File: src/rtl/pdm_pkg.sv
// rtl/pdm_pkg.sv - shared constants for the PDM generator / decimator pair
package pdm_pkg;

  // log2 of the integration window; 32 clocks matches the 5-bit generator
  localparam int PDM_WINDOW_LOG2 = 5;

  // one extra bit so the full-scale count 2^WINDOW_LOG2 fits
  localparam int PDM_SAMPLE_W = PDM_WINDOW_LOG2 + 1;

  // count produced by a window of all ones (also the generator full scale)
  localparam logic [PDM_SAMPLE_W-1:0] PDM_FULL_SCALE = PDM_SAMPLE_W'(1) << PDM_WINDOW_LOG2;

  // full-scale count for an arbitrary window size
  function automatic int pdm_full_scale(input int window_log2);
    return 1 << window_log2;
  endfunction

endpackage

File: src/rtl/pdm_decimator_if.sv
// rtl/pdm_decimator_if.sv - PCM sample output bus with ready/ack handshake
interface pdm_decimator_if
  import pdm_pkg::*;
#(
  parameter int SAMPLE_W = PDM_SAMPLE_W
) ();

  logic [SAMPLE_W-1:0] sample;
  logic                sample_valid;
  logic                ready;
  logic                overrun;
  logic                ack;

  // decimator side drives the sample and status, consumer returns ack
  modport master (
    output sample,
    output sample_valid,
    output ready,
    output overrun,
    input  ack
  );

  modport slave (
    input  sample,
    input  sample_valid,
    input  ready,
    input  overrun,
    output ack
  );

endinterface

File: src/rtl/pdm_window_acc.sv
// rtl/pdm_window_acc.sv - window counter and ones accumulator for integrate-and-dump
module pdm_window_acc
  import pdm_pkg::*;
#(
  parameter int WINDOW_LOG2 = PDM_WINDOW_LOG2,
  parameter int SAMPLE_W    = WINDOW_LOG2 + 1
) (
  input  logic                clk,
  input  logic                reset,
  input  logic                pdm_in,
  input  logic                en,
  input  logic                align,
  output logic                done,
  output logic [SAMPLE_W-1:0] count
);

  logic [WINDOW_LOG2-1:0] cnt;
  logic [SAMPLE_W-1:0]    acc;
  logic                   last;

  // final bit position of the window
  assign last  = (cnt == {WINDOW_LOG2{1'b1}});

  // align wins over en, so a bit clocked in with align never completes a window
  assign done  = en & ~align & last;

  // running total including the current bit; on the last bit this is the sample
  assign count = acc + SAMPLE_W'(pdm_in);

  // advance the window on qualified bits; align restarts it and drops the bit
  always_ff @(posedge clk) begin
    if (reset) begin
      cnt <= '0;
      acc <= '0;
    end else if (align) begin
      cnt <= '0;
      acc <= '0;
    end else if (en) begin
      cnt <= cnt + WINDOW_LOG2'(1);
      acc <= last ? '0 : count;
    end
  end

endmodule

File: src/rtl/pdm_decimator.sv
// rtl/pdm_decimator.sv - PDM to PCM integrate-and-dump decimator with ready/ack
module pdm_decimator
  import pdm_pkg::*;
#(
  parameter int WINDOW_LOG2 = PDM_WINDOW_LOG2,
  parameter int SAMPLE_W    = WINDOW_LOG2 + 1
) (
  input  logic clk,
  input  logic reset,
  input  logic pdm_in,
  input  logic en,
  input  logic align,
  pdm_decimator_if.master bus
);

  logic                done;
  logic [SAMPLE_W-1:0] count;

  logic [SAMPLE_W-1:0] sample_q;
  logic                valid_q;
  logic                ready_q;
  logic                overrun_q;

  pdm_window_acc #(
    .WINDOW_LOG2 (WINDOW_LOG2),
    .SAMPLE_W    (SAMPLE_W)
  ) u_window_acc (
    .clk    (clk),
    .reset  (reset),
    .pdm_in (pdm_in),
    .en     (en),
    .align  (align),
    .done   (done),
    .count  (count)
  );

  // capture the completed window; newest data always replaces an unread sample
  always_ff @(posedge clk) begin
    if (reset) begin
      sample_q <= '0;
      valid_q  <= 1'b0;
    end else begin
      valid_q <= done;
      if (done) begin
        sample_q <= count;
      end
    end
  end

  // ready sets on completion; a same-cycle ack cannot clear it
  always_ff @(posedge clk) begin
    if (reset) begin
      ready_q <= 1'b0;
    end else if (done) begin
      ready_q <= 1'b1;
    end else if (bus.ack) begin
      ready_q <= 1'b0;
    end
  end

  // overrun flags a completion landing on an unacknowledged sample; ack clears it
  always_ff @(posedge clk) begin
    if (reset) begin
      overrun_q <= 1'b0;
    end else if (bus.ack) begin
      overrun_q <= 1'b0;
    end else if (done && ready_q) begin
      overrun_q <= 1'b1;
    end
  end

  assign bus.sample       = sample_q;
  assign bus.sample_valid = valid_q;
  assign bus.ready        = ready_q;
  assign bus.overrun      = overrun_q;

endmodule

File: src/flat_wrapper.sv
// flat-port wrapper written by rule: the top's interface ports become plain ports
module pdm_decimator_flat import pdm_pkg::*;
#(
  parameter int WINDOW_LOG2 = PDM_WINDOW_LOG2,
  parameter int SAMPLE_W    = WINDOW_LOG2 + 1
)
  (clk, reset, pdm_in, en, align, bus_sample, bus_sample_valid, bus_ready, bus_overrun, bus_ack);
  pdm_decimator_if #(.SAMPLE_W(SAMPLE_W)) bus_i ();
  input  logic clk;
  input  logic reset;
  input  logic pdm_in;
  input  logic en;
  input  logic align;
  output wire logic [$bits(bus_i.sample)-1:0] bus_sample;
  output wire logic [$bits(bus_i.sample_valid)-1:0] bus_sample_valid;
  output wire logic [$bits(bus_i.ready)-1:0] bus_ready;
  output wire logic [$bits(bus_i.overrun)-1:0] bus_overrun;
  input wire logic [$bits(bus_i.ack)-1:0] bus_ack;
  assign bus_sample = bus_i.sample;
  assign bus_sample_valid = bus_i.sample_valid;
  assign bus_ready = bus_i.ready;
  assign bus_overrun = bus_i.overrun;
  assign bus_i.ack = bus_ack;
  pdm_decimator #(.WINDOW_LOG2(WINDOW_LOG2), .SAMPLE_W(SAMPLE_W)) u_core (.clk(clk), .reset(reset), .pdm_in(pdm_in), .en(en), .align(align), .bus(bus_i));
endmodule
File: config.mk
export PLATFORM = sky130hd
export DESIGN_NAME = pdm_decimator_flat
export DESIGN_NICKNAME = d
export VERILOG_FILES = /design/src/rtl/pdm_pkg.sv /design/src/rtl/pdm_decimator_if.sv /design/src/rtl/pdm_window_acc.sv /design/src/rtl/pdm_decimator.sv /design/src/flat_wrapper.sv
export SDC_FILE = /design/constraint.sdc
export NUM_CORES = 1
export LEC_CHECK = 0
export ABC_AREA = 1
export CAP_MARGIN = 20
export CORE_MARGIN = 3
export CORE_UTILIZATION = 40
export CTS_CLUSTER_SIZE = 14
export DETAILED_ROUTE_END_ITERATION = 10
export SLEW_MARGIN = 25
export SYNTH_ARGS = -nofsm -noshare
export SYNTH_HDL_FRONTEND = slang
export SYNTH_SLANG_ARGS = --single-unit
export TNS_END_PERCENT = 100
File: constraint.sdc
create_clock -name clk -period 4.1 [get_ports clk]
set_input_delay 0.82 -clock clk [delete_from_list [all_inputs] [get_ports clk]]
set_output_delay 0.82 -clock clk [all_outputs]
set_load 0.02 [all_outputs]
# Word level (Yosys, flattened, before mapping)
# Index checks and enable logic that the tools add are counted.
[op_classes]
muxes = 3
n_bitwise = 3
add_sub_neg = 2
eq_ne = 1
reduce_logical = 4
[op_table]
columns = ["cell", "count"]
rows = [
  ["adder 6 x 1 -> 6 bit", 1],
  ["two-way mux 6 bit", 1],
  ["adder 5 x 1 -> 5 bit, second input constant", 1],
  ["== test 5 bit, second input constant", 1],
  ["OR reduction 2 bit", 2],
  ["AND 1 bit", 2],
  ["two-way mux 1 bit", 2],
  ["nonzero test 2 bit", 1],
  ["logical AND 1 bit", 1],
  ["NOT 1 bit", 1],
]
[totals]
elab_cells = 19
in_bits = 6
out_inout_bits = 9
ff_bits = 20

# Depth between registers and ports, before layout
# Gate-level depths: netlist (run 1).
[logic_depth]
word_depth = 4
depth_mapped = 9
depth_no_buf = 9

# Hierarchy
# From an unflattened synthesis (run 1), not the netlist that was laid out.
[hier_totals]
cells_unflattened = 123
hier_area_um2 = 895.9
[by_module_without_submodules]
columns = ["mod", "cells_each", "n_inst", "seq_area_each_um2", "area_per_inst_um2"]
rows = [
  ["pdm_window_acc", 72, 1, 220.2, 550.5],
  ["pdm_decimator", 51, 1, 180.2, 345.3],
]

# Least setup slack after synthesis (run 1)
# Ideal clock, no wire load.
[synth_timing]
kind = "input port to flip-flop"
startpoint = "input port pdm_in"
endpoint = "register u_core.u_window_acc.acc[2]"
path_slack_ns = 2.447
setup_time_ns = 0.066
t_arrival_ns = 1.587
t_required_ns = 4.034
cell_stages = 5
path_buffers = 0
path_cell_list = "ha_1 -> ha_1 -> xor2_1 -> nand2_1 -> a21oi_2"
[synth_between]
elab_chain_len = 2
[synth_lines]
columns = ["item", "line", "rtl"]
rows = [
  ["start, declared", "flat_wrapper.sv:11", "input logic pdm_in;"],
  ["adder 6 x 1 -> 6 bit", "pdm_window_acc.sv:28", "assign count = acc + SAMPLE_W'(pdm_in);"],
  ["two-way mux 6 bit", "pdm_window_acc.sv:40", "acc <= last ? '0 : count;"],
  ["end signal, assigned", "pdm_window_acc.sv:40", ""],
  ["end, declared", "pdm_window_acc.sv:18", "logic [SAMPLE_W-1:0] acc;"],
]
# No other way between the ends.
# A chain may end at the register's enable or synchronous reset.

# Worst setup path after layout (run 1)
[layout_timing]
startpoint = "register u_core.ready_q (netlist: u_core.bus.ready)"
endpoint = "output port bus_ready"
[layout_rtl]
columns = ["item", "line", "rtl"]
rows = [
  ["start, declared", "pdm_decimator.sv:21", "logic ready_q;"],
  ["start signal, assigned", "pdm_decimator.sv:53", "ready_q <= 1'b0;"],
  ["start signal, assigned", "pdm_decimator.sv:55", "ready_q <= 1'b1;"],
  ["start signal, assigned", "pdm_decimator.sv:57", "ready_q <= 1'b0;"],
  ["end, declared", "flat_wrapper.sv:16", "output wire logic [$bits(bus_i.ready)-1:0] bus_ready;"],
]
# No word-level cell between the ends.

==> key figures, run 1 <==
Route
  – Routed wire length: 1690 um
  – DRC: 0
  – Drt wl/cell: 10.7 um
  – Vias: 736
  – Final ANT Viol Nets: 0
  – Detailed Routing Iterations Pass 1: 4
  – Vias per cell: 4.69
  – DRT iter0 DRCs: 9

Clock tree
  – Post-CTS Hold Fix Bufs: 0
  – Post-CTS setup buffer count: 0
  – Clk Latency, worst-skew pair: 0.31 ns
  – Clock slew at reported path FFs: 0.12 ns
  – CTS tree: done
  – Cts bufs inserted: 3
  – # resized after CTS: 0
  – CTS Buffer Depth: 2
  – Root Driver: clkbuf_4
  – CTS sink cnt: 20
  – H-tree depth: 1

Min path
  – HP Class: reg -> reg
  – Hold depth: 2
  – Endpoint, Worst Hold: u_core.bus.overrun
  – Hold Crit Start: u_core.bus.overrun

Die
  – Die area: 0.00292 mm^2
  – Core box area: 0.00208 mm^2
  – Die H: 54.1 um
  – Die Span X: 54.1 um
  – Row Count: 16
  – Initial Util: 44.4%
  – # IOs: 15

Power and ir drop
  – Pwr Density: 331 mW/mm^2
  – Clk network pwr share: 42.8%
  – Power Internal: 0.302 mW
  – Net switching fraction of the power: 19.9%
  – Final Power: 0.376 mW
  – Logic pwr share: 5.1%
  – Worst IR Drop VDD: 0.000286 V
  – Flop pwr share: 52.1%
  – Leakage: 0.457 nW
  – Psw: 0.0748 mW

Global routing
  – Grt ovf: 0
  – Global-route wire length before repair: 2980 um
  – Vias in the first global route: 681
  – All-layer global routing usage: 14.4%
  – Initial antenna violation count: 0
  – Largest net degree at the start of global routing: 13

Placed design
  – RD Place Congestion: 0.743
  – Port Buf Inserts: 14
  – DP HPWL: 1240 um
  – Dpl cells: 153

Timing
  – Unrepaired setup endpoints after global routing: false
  – Fmax: 474 MHz
  – Hold Violations, Final: 0
  – Worst hold slack: 0.458 ns
  – Tcrit/Tclk final: 51.5%
  – Least-Margin Pin Slew: 0.358 ns
  – Setup violations, final: 0
  – Final Max Slew Viols: 0
  – Setup TNS: 0 ns
  – Slew headroom: 76.1%
  – Skew final: 0.0123 ns
  – Fin crit period: 2.11 ns

Worst setup path
  – R2R Path Start: u_core.u_window_acc.cnt[0]
  – Cell with the largest stage delay on the worst path: clkdlybuf4s50_1
  – Max FO, Critical Path: 3
  – R2R cell count: 8
  – Flop2flop setup slack: 2.49 ns
  – Critical Path AT: 1.29 ns
  – Worst r2r dst: u_core.bus.sample[3]
  – CP cell instances: clkdlybuf4s50_1
  – Endpoint kind of the worst setup timing path: primary output
  – CP required: 3.28 ns
  – Startpoint Class: register
  – CP Buf/Inv Count: 1
  – Kind of critical path: reg -> out
  – Largest delay share family, worst path: buffers and inverters
  – CP peak stage delay: 0.61 ns

Run
  – Max-cap violations: 0

Cells and area
  – Antenna Diode Count: 0
  – Layout cells sized above 1: 16.9%
  – Most common cell after layout, fill and taps aside: nand2_1
  – Fin nets: 141
  – Fin cells: 157
  – Layout area overhead: 22.9%
  – Commonest cells after routing, fill and taps aside: 25 x nand2_1, 20 x dfxtp_1, 14 x nor2_1, 14 x clkdlybuf4s50_1
  – Final core occ: 54.6%
  – # fillers: 219

Synth
  – Count of cell types in the netlist: 24
  – Post-Syn Instances: 114
  – Post-Syn Area: 925 um^2
  – Avg Inst Size Synth: 8.11 um^2
  – Syn_nets: 124
  – Sequential fraction of the synthesis area: 43.3%
  – Post-synthesis register bit count: 20
  – YS warnings: 0

Run status
  – Status: finished, final reports clean
==> worst max-delay path by stage <==
| stage | from | slack, ns | endpoint | depth (start not counted) |
|---|---|---|---|---|
| floorplan | pdm_in | 2.45 | u_core.u_window_acc.acc[2] | 5 |
| global placement | en | 1.93 | u_core.u_window_acc.acc[5] | 5 |
| detailed placement | pdm_in | 1.93 | u_core.u_window_acc.acc[2] | 6 |
| CTS | u_core.bus.ready | 1.97 | bus_ready | 1 |
| global route | u_core.bus.ready | 1.91 | bus_ready | 1 |
| finish | u_core.bus.ready | 1.99 | bus_ready | 1 |
==> power by group through the flow <==
| stage | registers, mW | logic (mW) | clock network, mW |
|---|---|---|---|
| after floorplan | 0.200 | 0.0115 | 0 |
| after global placement | 0.201 | 0.0192 | 0 |
| after detailed placement | 0.201 | 0.0192 | 0 |
| after CTS | 0.196 | 0.0194 | 0.168 |
| after global routing | 0.196 | 0.0213 | 0.176 |
| final | 0.196 | 0.0191 | 0.161 |
==> Yosys cell counts <==
cell type / count / area, um^2
xor2_1: 3 / 26.3
nand2_1: 25 / 93.8
o21ai_0: 1 / 5.00
o21bai_1: 1 / 7.51
nand4_1: 1 / 6.26
a21oi_1: 3 / 15.0
nand2_4: 1 / 11.3
and3_1: 1 / 6.26
dfxtp_1: 20 / 400
o21ai_1: 5 / 25.0
inv_1: 8 / 30.0
inv_4: 1 / 6.26
nor2_8: 1 / 20.0
or2_2: 1 / 6.26
inv_2: 2 / 7.51
nor2_1: 14 / 52.6
buf_4: 2 / 15.0
a21oi_2: 8 / 70.1
o22ai_1: 1 / 6.26
clkinv_1: 1 / 3.75
nor2_4: 1 / 11.3
nor2_2: 3 / 18.8
ha_1: 4 / 50.1
nand3_1: 6 / 30.0
==> routing by layer <==
metal	GRT usage (%)	part of all wire, %
met5	0	0
met4	4.15	0.77
met3	6.09	6.8
met2	21.6	42
met1	18.7	50
==> per-stage QoR <==
step | area [um^2] | worst slack, ns
CTS | 1140 | 1.97
finish | 1140 | 1.99
detailed placement | 1080 | 1.93
global route | 1140 | 1.91
global placement | 1080 | 1.93
floorplan | 925 | 2.45
==> flip-flops by register name (all words and copies together) (netlist names) <==
register / flops
u_core.bus.ready: 1
u_core.u_window_acc.cnt: 5
u_core.bus.overrun: 1
u_core.bus.sample: 6
u_core.bus.sample_valid: 1
u_core.u_window_acc.acc: 6
==> cell type report <==
cell class	instances	area, um^2	share of cell area [%]
multi-input combinational	80	462	40.6
sequential	20	400	35.2
timing repair buffer	14	140	12.3
inverter	12	47.5	4.19
tap	27	33.8	2.97
clock inverter	1	30.0	2.64
clock buffer	3	22.5	1.98
==> cell families (layout without fill, tap and decap cells) <==
logic type | count (synthesis) | in the layout | share of synthesized area, %
AOI/OAI and AO/OA | 19 | 19 | 13.9
DFF | 20 | 20 | 43.3
and+or+nand+nor | 54 | 54 | 27.7
xor gates and xnor gates | 3 | 3 | 2.84
buffers and inverters | 14 | 30 | 6.77
adders and majority gates | 4 | 4 | 5.41
(Power assumes the default switching activity.)
==> inputs of run 2 (changes only) <==
--- a/config.mk
+++ b/config.mk
@@ -11,6 +11,7 @@
 export CORE_UTILIZATION = 40
 export CTS_CLUSTER_SIZE = 14
 export DETAILED_ROUTE_END_ITERATION = 10
+export PLACE_DENSITY = 0.65
 export SLEW_MARGIN = 25
 export SYNTH_ARGS = -nofsm -noshare
 export SYNTH_HDL_FRONTEND = slang
==> constraint.sdc (replaced) <==
create_clock -name clk -period 1.7 [get_ports clk]
set_input_delay 0.34 -clock clk [delete_from_list [all_inputs] [get_ports clk]]
set_output_delay 0.34 -clock clk [all_outputs]
set_load 0.02 [all_outputs]
==> key figures, run 2 (synthesis gave the netlist of run 1 again) <==
Run status
  – Status: finished, final reports clean (unchanged)

Timing
  – Slew headroom: 82.0% (was 76.1%)
  – Fmax: 622 MHz
  – Hold Violations, Final: 0 (unchanged)
  – Fin crit period: 1.61 ns
  – Setup TNS: 0 ns (unchanged)
  – Fin worst setup slack: 0.0918 ns (was 1.99 ns)
  – Worst hold slack: 0.461 ns (was 0.458 ns)
  – Least-Margin Pin Slew: 0.269 ns (was 0.358 ns)
  – Unrepaired setup endpoints after global routing: false (unchanged)
  – Setup violations, final: 0 (unchanged)
  – Final Max Slew Viols: 0 (unchanged)
  – Skew final: 0.00422 ns (was 0.0123 ns)
  – Tcrit/Tclk final: 94.6%

Min path
  – Hold Crit Start: u_core.bus.overrun (unchanged)
  – Endpoint, Worst Hold: u_core.bus.overrun (unchanged)
  – HP Class: reg -> reg (unchanged)
  – Hold depth: 2 (unchanged)

Global routing
  – Vias in the first global route: 709 (was 681)
  – Met2 usage: 23.0% (was 21.6%)
  – Global-route wire length before repair: 2880 um (was 2980 um)
  – Largest net degree at the start of global routing: 12 (was 13)
  – Initial antenna violation count: 0 (unchanged)
  – Grt ovf: 0 (unchanged)
  – GRT busiest layer: met2 (unchanged)
  – Met1 usage: 17.1% (was 18.7%)
  – All-layer global routing usage: 13.6% (was 14.4%)
  – Grt met3 use: 1.66% (was 6.09%)

Worst setup path
  – Critical Path AT: 1.27 ns (was 1.29 ns)
  – Kind of critical path: reg -> out (unchanged)
  – CP cell instances: clkdlybuf4s50_1 (unchanged)
  – Levels on crit path: 1 (unchanged)
  – Largest delay share family, worst path: buffers and inverters (unchanged)
  – Max FO, Critical Path: 3 (unchanged)
  – Cell with the largest stage delay on the worst path: clkdlybuf4s50_1 (unchanged)
  – Startpoint Class: register (unchanged)
  – Flop2flop setup slack: 0.16 ns (was 2.49 ns)
  – CP peak stage delay: 0.61 ns (about the same)
  – R2R cell count: 8 (unchanged)
  – CP required: 1.36 ns (was 3.28 ns)
  – Endpoint kind of the worst setup timing path: primary output (unchanged)
  – CP Buf/Inv Count: 1 (unchanged)
  – Worst r2r dst: u_core.bus.sample[0] (was u_core.bus.sample[3])
  – R2R Path Start: u_core.u_window_acc.cnt[0] (unchanged)

Die
  – Die Span X: 54.1 um (unchanged)
  – Core box area: 0.00208 mm^2 (unchanged)
  – # IOs: 15 (unchanged)
  – Initial Util: 44.4% (unchanged)
  – Die area: 0.00292 mm^2 (unchanged)
  – Row Count: 16 (unchanged)
  – Die H: 54.1 um (unchanged)

Cells and area
  – Fin nets: 146 (was 141)
  – Final core occ: 55.8% (was 54.6%)
  – Antenna Diode Count: 0 (unchanged)
  – Layout area overhead: 25.6% (was 22.9%)
  – Fin cells: 162 (was 157)
  – Commonest cells after routing, fill and taps aside: 25 x nand2_1, 19 x dfxtp_1, 14 x nor2_1, 14 x clkdlybuf4s50_1 (was 25 x nand2_1, 20 x dfxtp_1, 14 x nor2_1, 14 x clkdlybuf4s50_1)
  – Most common cell after layout, fill and taps aside: nand2_1 (unchanged)
  – Layout cells sized above 1: 21.5% (was 16.9%)

Route
  – Vias: 766 (was 736)
  – Detailed Routing Iterations Pass 1: 4 (unchanged)
  – DRT iter0 DRCs: 11 (was 9)
  – DRC: 0 (unchanged)
  – Drt wl/cell: 10.3 um (was 10.7 um)
  – Routed wire length: 1670 um (was 1690 um)
  – Final ANT Viol Nets: 0 (unchanged)
  – Vias per cell: 4.73 (was 4.69)

Placed design
  – Worst slack, placed: -0.0179 ns (was 1.93 ns)
  – Dpl cells: 158 (was 153)
  – DP HPWL: 1270 um (was 1240 um)
  – Port Buf Inserts: 14 (unchanged)
  – RD Place Congestion: 0.781 (was 0.743)

Clock tree
  – CTS tree: done (unchanged)
  – Post-CTS setup buffer count: 0 (unchanged)
  – H-tree depth: 1 (unchanged)
  – Post-CTS Hold Fix Bufs: 0 (unchanged)
  – CTS sink cnt: 20 (unchanged)
  – Clock slew at reported path FFs: 0.11 ns (was 0.12 ns)
  – Clk Latency, worst-skew pair: 0.30 ns (was 0.31 ns)
  – Cts bufs inserted: 3 (unchanged)
  – CTS Buffer Depth: 2 (unchanged)
  – Root Driver: clkbuf_4 (unchanged)

Power and ir drop
  – Worst IR Drop VDD: 0.000368 V (was 0.000286 V)
  – Pwr Density: 687 mW/mm^2 (was 331 mW/mm^2)
  – Leakage: 0.471 nW (was 0.457 nW)

Run
  – Max-cap violations: 0 (unchanged)
## run 2: final cells by class
type | instances | area [um^2]
fillers | 204 | 921
inverters | 12 | 47.5
multi-input cells | 80 | 464
repair buffers | 19 | 178
clock buffers | 4 | 36.3
well taps | 27 | 33.8
flip-flops and latches | 20 | 402
## run 2: where the power goes
| part | switching [mW] | leakage [nW] | internal (mW) | total, mW |
|---|---|---|---|---|
| Sequential | 0.00225 | 0.162 | 0.471 | 0.473 |
| Combinational | 0.0288 | 0.288 | 0.0224 | 0.0512 |
| Clock | 0.143 | 0.0210 | 0.131 | 0.274 |
| Total | 0.174 | 0.471 | 0.624 | 0.798 |
## run 2: worst max path at each step
stage                                from                    endpoint  slack (ns)
2_1_floorplan  u_core.u_window_acc.cnt[0]        u_core.bus.sample[3]        0.22
3_3_place_gp                       pdm_in  u_core.u_window_acc.acc[2]        0.05
3_5_place_dp                       pdm_in  u_core.u_window_acc.acc[2]       -0.02
4_1_cts        u_core.u_window_acc.cnt[0]        u_core.bus.sample[2]        0.04
5_1_grt        u_core.u_window_acc.cnt[0]        u_core.bus.sample[0]        0.02
6_report                 u_core.bus.ready                   bus_ready        0.09
## run 2: repair_timing
item,CTS,global route
endpoints found under the hold margin,0,0
endpoints found under the setup margin,0,7
gates resized for setup,0,2
## run 2: stage by stage
step	total power, mW	cell area (um^2)
floorplan	0.511	925
global placement	0.535	1120
detailed placement	0.536	1120
CTS	0.808	1160
global route	0.833	1160
finish	0.798	1160
## run 2: per-layer routing
metal / wire [um] / share of wire [%]
met4: 9 / 0.54
met2: 747 / 45
met3: 85 / 5.1
met1: 825 / 49
met5: 0 / 0
